File: config.mk
export PLATFORM = sky130hd
export DESIGN_NAME = inst_fetch_queue
export DESIGN_NICKNAME = d
export VERILOG_FILES = /design/src/rtl/inst_fetch_queue_pkg.sv /design/src/rtl/inst_fetch_queue_fifo.sv /design/src/rtl/inst_fetch_queue.sv
export SDC_FILE = /design/constraint.sdc
export NUM_CORES = 1
export LEC_CHECK = 0
export BUFFER_PORTS_ARGS = -buffer_cell sky130_fd_sc_hd__buf_4
export CELL_PAD_IN_SITES_DETAIL_PLACEMENT = 0
export CELL_PAD_IN_SITES_GLOBAL_PLACEMENT = 1
export CORE_ASPECT_RATIO = 0.7
export CORE_MARGIN = 2
export CORE_UTILIZATION = 52
export DETAILED_ROUTE_END_ITERATION = 6
export GPL_TIMING_DRIVEN = 0
export PLACE_DENSITY_LB_ADDON = 0.1
export SETUP_SLACK_MARGIN = 0.5
export SYNTH_ARGS = -nofsm -noshare
export SYNTH_HDL_FRONTEND = slang
export SYNTH_SLANG_ARGS = --single-unit
export TNS_END_PERCENT = 50
File: constraint.sdc
create_clock -name clk -period 5.7 [get_ports clk]
set_input_delay 0.285 -clock clk [delete_from_list [all_inputs] [get_ports clk]]
set_output_delay 0.285 -clock clk [all_outputs]
set_load 0.1 [all_outputs]
File: src/rtl/inst_fetch_queue_pkg.sv
// Shared definitions for the instruction-fetch front end: FSM states and
// instruction word geometry.
package inst_fetch_queue_pkg;

  localparam int unsigned InstW     = 32;
  localparam int unsigned InstBytes = 4;

  typedef enum logic [0:0] {
    StFetch,
    StHalted
  } fetch_state_e;

endpackage

File: src/rtl/inst_fetch_queue_fifo.sv
// DEPTH-entry synchronous FIFO of {pc, inst} with flush. The head entry is read
// straight from registered storage; pointers wrap modulo DEPTH.
module inst_fetch_queue_fifo
  import inst_fetch_queue_pkg::*;
#(
  parameter int unsigned XLEN  = 32,
  parameter int unsigned DEPTH = 4,
  localparam int unsigned CntW = $clog2(DEPTH + 1)
) (
  input  logic             clk,
  input  logic             reset,
  input  logic             flush,
  input  logic             push,
  input  logic [XLEN-1:0]  push_pc,
  input  logic [InstW-1:0] push_inst,
  input  logic             pop,
  output logic [XLEN-1:0]  head_pc,
  output logic [InstW-1:0] head_inst,
  output logic [CntW-1:0]  count
);

  localparam int unsigned PtrW = (DEPTH > 1) ? $clog2(DEPTH) : 1;

  logic [PtrW-1:0]  wr_ptr_q, rd_ptr_q;
  logic [CntW-1:0]  count_q;
  logic [XLEN-1:0]  pc_q   [DEPTH];
  logic [InstW-1:0] inst_q [DEPTH];
  logic             do_push, do_pop;

  function automatic logic [PtrW-1:0] ptr_inc(input logic [PtrW-1:0] p);
    return (p == PtrW'(DEPTH - 1)) ? '0 : p + 1'b1;
  endfunction

  assign do_pop  = pop && (count_q != '0);
  // A push at full is only legal when the head leaves in the same cycle.
  assign do_push = push && ((count_q != CntW'(DEPTH)) || do_pop);

  always_ff @(posedge clk) begin
    if (reset || flush) begin
      wr_ptr_q <= '0;
      rd_ptr_q <= '0;
      count_q  <= '0;
    end else begin
      if (do_push) wr_ptr_q <= ptr_inc(wr_ptr_q);
      if (do_pop)  rd_ptr_q <= ptr_inc(rd_ptr_q);
      count_q <= count_q + CntW'(do_push) - CntW'(do_pop);
    end
  end

  always_ff @(posedge clk) begin
    if (do_push && !reset && !flush) begin
      pc_q[wr_ptr_q]   <= push_pc;
      inst_q[wr_ptr_q] <= push_inst;
    end
  end

  assign head_pc   = pc_q[rd_ptr_q];
  assign head_inst = inst_q[rd_ptr_q];
  assign count     = count_q;

endmodule

File: src/rtl/inst_fetch_queue.sv
// Instruction-fetch front end: issues in-order word fetches under a queue credit
// limit, tags returned words with their PC, and flushes on redirect.
module inst_fetch_queue
  import inst_fetch_queue_pkg::*;
#(
  parameter int unsigned     XLEN     = 32,
  parameter int unsigned     DEPTH    = 4,
  parameter logic [XLEN-1:0] RESET_PC = '0
) (
  input  logic             clk,
  input  logic             reset,
  output logic             mem_req_valid,
  output logic [XLEN-1:0]  mem_req_addr,
  input  logic             mem_req_ready,
  input  logic             mem_resp_valid,
  input  logic [InstW-1:0] mem_resp_data,
  output logic             inst_valid,
  output logic [InstW-1:0] inst,
  output logic [XLEN-1:0]  inst_pc,
  input  logic             inst_ready,
  input  logic             redirect_valid,
  input  logic [XLEN-1:0]  redirect_pc,
  input  logic             halt
);

  localparam int unsigned     CntW   = $clog2(DEPTH + 1);
  localparam int unsigned     SumW   = CntW + 1;
  localparam logic [XLEN-1:0] PcStep = XLEN'(InstBytes);

  fetch_state_e     state_q;
  logic [XLEN-1:0]  fetch_pc_q, resp_pc_q, redirect_aligned;
  logic [CntW-1:0]  outstanding_q, outstanding_d, drop_cnt_q, count;
  logic [XLEN-1:0]  head_pc;
  logic [InstW-1:0] head_inst;
  logic             in_fetch, redirect, credit_ok, req_fire, resp_drop, push, pop;

  assign in_fetch         = (state_q == StFetch);
  assign redirect         = in_fetch && redirect_valid && !reset;
  assign redirect_aligned = redirect_pc & ~(PcStep - 1'b1);

  // Queue slots are reserved at request time, so responses can never overflow.
  assign credit_ok     = (SumW'(count) + SumW'(outstanding_q)) < SumW'(DEPTH);
  assign mem_req_valid = !reset && in_fetch && !redirect_valid && !halt && credit_ok;
  assign mem_req_addr  = fetch_pc_q;
  assign req_fire      = mem_req_valid && mem_req_ready;

  assign resp_drop = mem_resp_valid && (drop_cnt_q != '0);
  assign push      = mem_resp_valid && !resp_drop && !redirect;

  assign inst_valid = !reset && (count != '0);
  assign pop        = inst_valid && inst_ready && !redirect;
  assign inst       = reset ? '0 : head_inst;
  assign inst_pc    = reset ? '0 : head_pc;

  assign outstanding_d = outstanding_q + CntW'(req_fire) - CntW'(mem_resp_valid);

  always_ff @(posedge clk) begin
    if (reset) begin
      state_q       <= StFetch;
      fetch_pc_q    <= RESET_PC;
      resp_pc_q     <= RESET_PC;
      outstanding_q <= '0;
      drop_cnt_q    <= '0;
    end else begin
      outstanding_q <= outstanding_d;
      if (redirect) begin
        fetch_pc_q <= redirect_aligned;
        resp_pc_q  <= redirect_aligned;
        // Everything still in flight belongs to the abandoned path.
        drop_cnt_q <= outstanding_d;
      end else begin
        if (req_fire)  fetch_pc_q <= fetch_pc_q + PcStep;
        if (push)      resp_pc_q  <= resp_pc_q + PcStep;
        if (resp_drop) drop_cnt_q <= drop_cnt_q - 1'b1;
      end
      unique case (state_q)
        StFetch:  if (halt) state_q <= StHalted;
        StHalted: state_q <= StHalted;
      endcase
    end
  end

  inst_fetch_queue_fifo #(
    .XLEN  (XLEN),
    .DEPTH (DEPTH)
  ) u_fifo (
    .clk       (clk),
    .reset     (reset),
    .flush     (redirect),
    .push      (push),
    .push_pc   (resp_pc_q),
    .push_inst (mem_resp_data),
    .pop       (pop),
    .head_pc   (head_pc),
    .head_inst (head_inst),
    .count     (count)
  );

  resp_no_overflow_a: assert property (@(posedge clk) disable iff (reset)
    !(mem_resp_valid && (count == CntW'(DEPTH))));

  credit_bound_a: assert property (@(posedge clk) disable iff (reset)
    (SumW'(count) + SumW'(outstanding_q)) <= SumW'(DEPTH));

  drop_bound_a: assert property (@(posedge clk) disable iff (reset)
    drop_cnt_q <= outstanding_q);

endmodule

==> results.yml <==
yosys:
  synth_cell_types: 48
  yosys_warnings: 0
  yosysTopAreaCell: "edfxtp_1"
  netlist_top_cells_area: "edfxtp_1 (56%), dfxtp_1 (11%), mux4_2 (11%), nor2b_1 (3.1%), xor2_1 (2.5%)"
  synth-edff-count: 248
  syn_area_um2: 13300
  postSynthCellCount: 853
  ys_seq_area_share_pct: 67.5
  synth_flop_cell: "edfxtp_1"
  ys_seq_elements: 324
  synth_area_per_cell_um2: 15.6
  async_flop_share_pct: 0
  yosys.area.top_type_share_pct: 56.0
global_route:
  grt_max_degree: 55
  grt_first_pass_wirelength_mm: 45.6
  groute.usage.overall_pct: 22.3
  grt_pass1_vias: 7995
  antenna_found_initial: 0
  grt_overflow_total: 0
drt:
  via_per_inst: 5.60
  firstDrtPassIters: 5
  drc: 0
  drt-wirelength-per-cell_um: 20.7
  drtIter0Drc: 623
  wirelength_mm: 29.7
  drtAntennaViolNets: 0
  vias: 8024
worst_setup_path:
  path_cells: "ha_1 -> or4_1 -> nor4b_2 -> buf_2 -> inv_1 -> ha_1 -> inv_1 -> ha_1 -> fa_1 -> xnor2_1 -> nor2_1 -> nor2_1 -> o21ai_0"
  crit_arrival_ns: 4.17
  critPathLaunchType: "register"
  cpMostUsedCell: "ha_1"
  cp_slowest_cell: "nor4b_2"
  end_kind: "register"
  cp_max_fo: 10
  cpPeakStageDelay_ns: 0.62
  crit_type: "register to register"
  crit_required_ns: 6.16
floorplan:
  coreArea_um2: 24900
  die_area_um2: 26900
  die_w_um: 195
  dieHeight_um: 138
  start_util_pct: 53.5
  rows: 48
  ios: 169
cells_and_area:
  final_cell_mix: "edfxtp_1 (248), buf_4 (165), dfxtp_1 (76), nor2b_1 (65), mux4_2 (62)"
  multi_input_area_um2: 4080
  syn_to_final_growth_pct: 22.5
  n_antenna_cell: 0
  drive_gt1_share_pct: 25.7
  num-fill-cells: 1841
  nets: 1174
  seqCellArea_um2: 8970
  final_common_cell: "edfxtp_1"
min_path:
  hold_class: "input port to register"
clock_tree:
  cts_max_path_buffers: 3
  clkLatencyLatePin_ns: 0.54
  cts_tree: "done"
  cts_resized: 0
  cts.sinks: 324
  htree_levels: 1
  postCtsSetupBuffers: 0
  holdBufCountCts: 33
  clock-root-buffer: "clkbuf_16"
  numCtsBuffers: 30
  path_clk_slew_ns: 0.06
power_and_ir_drop:
  seq_power_share_pct: 49.5
  leakagePower_nw: 5.64
  powerDensity_nw_per_um2: 343
  switching_share_pct: 28.1
  netSwitchingPower_mw: 1.57
  p_int_mw: 4.02
  power_frac_comb_pct: 17.1
  p_total_mw: 5.59
  clockPowerShare_pct: 33.4
  irDropWorstVdd_mv: 0.249
timing:
  grt_setup_unrepaired: "no"
  setup_viol: 0
  finalSetupTns_ns: 0
  maxSlewViolCount: 0
  relSlewSlack_pct: 9.77
  worst_pin_slew_ns: 1.34
  clock.fmax_mhz: 270
  finalHoldViolCount: 0
  layout_min_cycle_time_ns: 3.71
  fin_crit_sh_pct: 65.1
  finClkSkew_ns: 0.0111
placed_design:
  gp_congestion: 0.862
  hpwl_mm: 20.3
  io_buffer_count: 161
run_status:
  outcome: "complete, no violations"
run:
  drv_cap: 0
## metal layers
| layer | part of all wire, % | global-route usage, % |
|---|---|---|
| met1 | 47 | 33.7 |
| met2 | 45 | 34.9 |
| met3 | 5.4 | 2.86 |
| met4 | 1.8 | 5.43 |
| met5 | 0 | 0 |
## power by group through the flow
stage	Combinational [mW]	Clock, mW	Sequential, mW
6_report	0.958	1.86	2.76
5_1_grt	1.02	2.00	2.78
3_5_place_dp	0.941	0	2.81
2_1_floorplan	0.586	0	2.91
3_3_place_gp	0.923	0	2.82
4_1_cts	0.963	1.90	2.76
## layout make-up
class,count,area share (%)
buffer,45,1.22
clock buffer,45,5.39
clock inverter,9,0.230
inverter,17,0.423
multi-input combinational,470,25.0
sequential,324,55.1
tap,325,2.50
timing repair buffer,198,10.1
## worst max-delay path: cells and delay by family (launching register included)
kind / cells / cell delay [ns]
and+or+nand+nor: 4 / 1.28
adders and majority gates: 4 / 1.10
buffers and inverters: 3 / 0.51
DFF: 1 / 0.40
AOI/OAI and AO/OA: 1 / 0.19
xor gates and xnor gates: 1 / 0.14
## state kept, by name (all words and copies together), names as in the netlist, named ones only
signal           flops
u_fifo.rd_ptr_q      2
resp_pc_q           30
state_q              1
u_fifo.wr_ptr_q      2
u_fifo.pc_q        120
mem_req_addr        30
u_fifo.inst_q      128
u_fifo.count         3
outstanding_q        3
drop_cnt_q           3
## kinds of logic after synthesis
| family | count (synthesis) | synth area share [%] |
|---|---|---|
| flip-flops | 324 | 67.5 |
| AND/OR/NAND/NOR | 220 | 9.50 |
| AO/OA/AOI/OAI | 111 | 5.07 |
| multiplexers | 64 | 10.7 |
| buffers and inverters | 62 | 2.01 |
| XOR/XNOR | 54 | 3.56 |
| adder cells (fa/ha/maj) | 17 | 1.71 |
| other | 1 | 0.0282 |
## cells in the mapped netlist (2+ instances only)
| cell type | number |
|---|---|
| o31ai_1 | 2 |
| or3_1 | 9 |
| nor2b_1 | 65 |
| a31oi_1 | 8 |
| edfxtp_1 | 248 |
| and3_1 | 13 |
| mux2i_1 | 2 |
| clkbuf_1 | 30 |
| mux4_2 | 62 |
| and2_1 | 8 |
| buf_2 | 6 |
| buf_1 | 4 |
| dfxtp_1 | 76 |
| xnor2_1 | 16 |
| nand4_1 | 27 |
| nand3_1 | 19 |
| o21ai_0 | 3 |
| buf_4 | 4 |
| nor4_1 | 6 |
| fa_1 | 2 |
| inv_1 | 16 |
| nand2_1 | 27 |
| a21oi_1 | 54 |
| nor2_1 | 21 |
| a21boi_0 | 2 |
| o21ai_1 | 5 |
| o21bai_1 | 28 |
| nor3_1 | 12 |
| a211oi_1 | 3 |
| xor2_1 | 38 |
| and4_1 | 4 |
| ha_1 | 15 |
| or4_1 | 3 |
## through the flow
| stage | cell area, um2 | worst slack [ns] | utilization (%) | cells | hold slack [ns] |
|---|---|---|---|---|---|
| after global routing | 16300 | 1.77 | 65.5 | 1433 | 0.0203 |
| final | 16300 | 1.99 | 65.5 | 1433 | 0.0231 |
| after CTS | 16300 | 2.02 | 65.5 | 1433 | 0.00564 |
| after detailed placement | 15000 | 2.06 | 60.5 | 1346 | 0.491 |
| after floorplan | 13300 | 2.32 | - | 856 | 0.384 |
| after global placement | 14900 | 1.29 | 60.0 | 1342 | 0.487 |
## path summary, 6_finish.rpt
kind | from | endpoint | slack (ns) | cells past startpoint
worst max register to register | u_fifo.count[2]$_SDFF_PP0_ | drop_cnt_q[2]$_SDFFE_PP0P_ | 1.99 | 13
worst min-delay path | redirect_pc[7] | resp_pc_q[7]$_SDFFE_PP0P_ | 0.02 | 3
worst max-delay path | u_fifo.count[2]$_SDFF_PP0_ | drop_cnt_q[2]$_SDFFE_PP0P_ | 1.99 | 13
worst min register to register | state_q$_SDFF_PP0_ | state_q$_SDFF_PP0_ | 0.52 | 2
No activity file was read; power rests on OpenSTA's default activity.
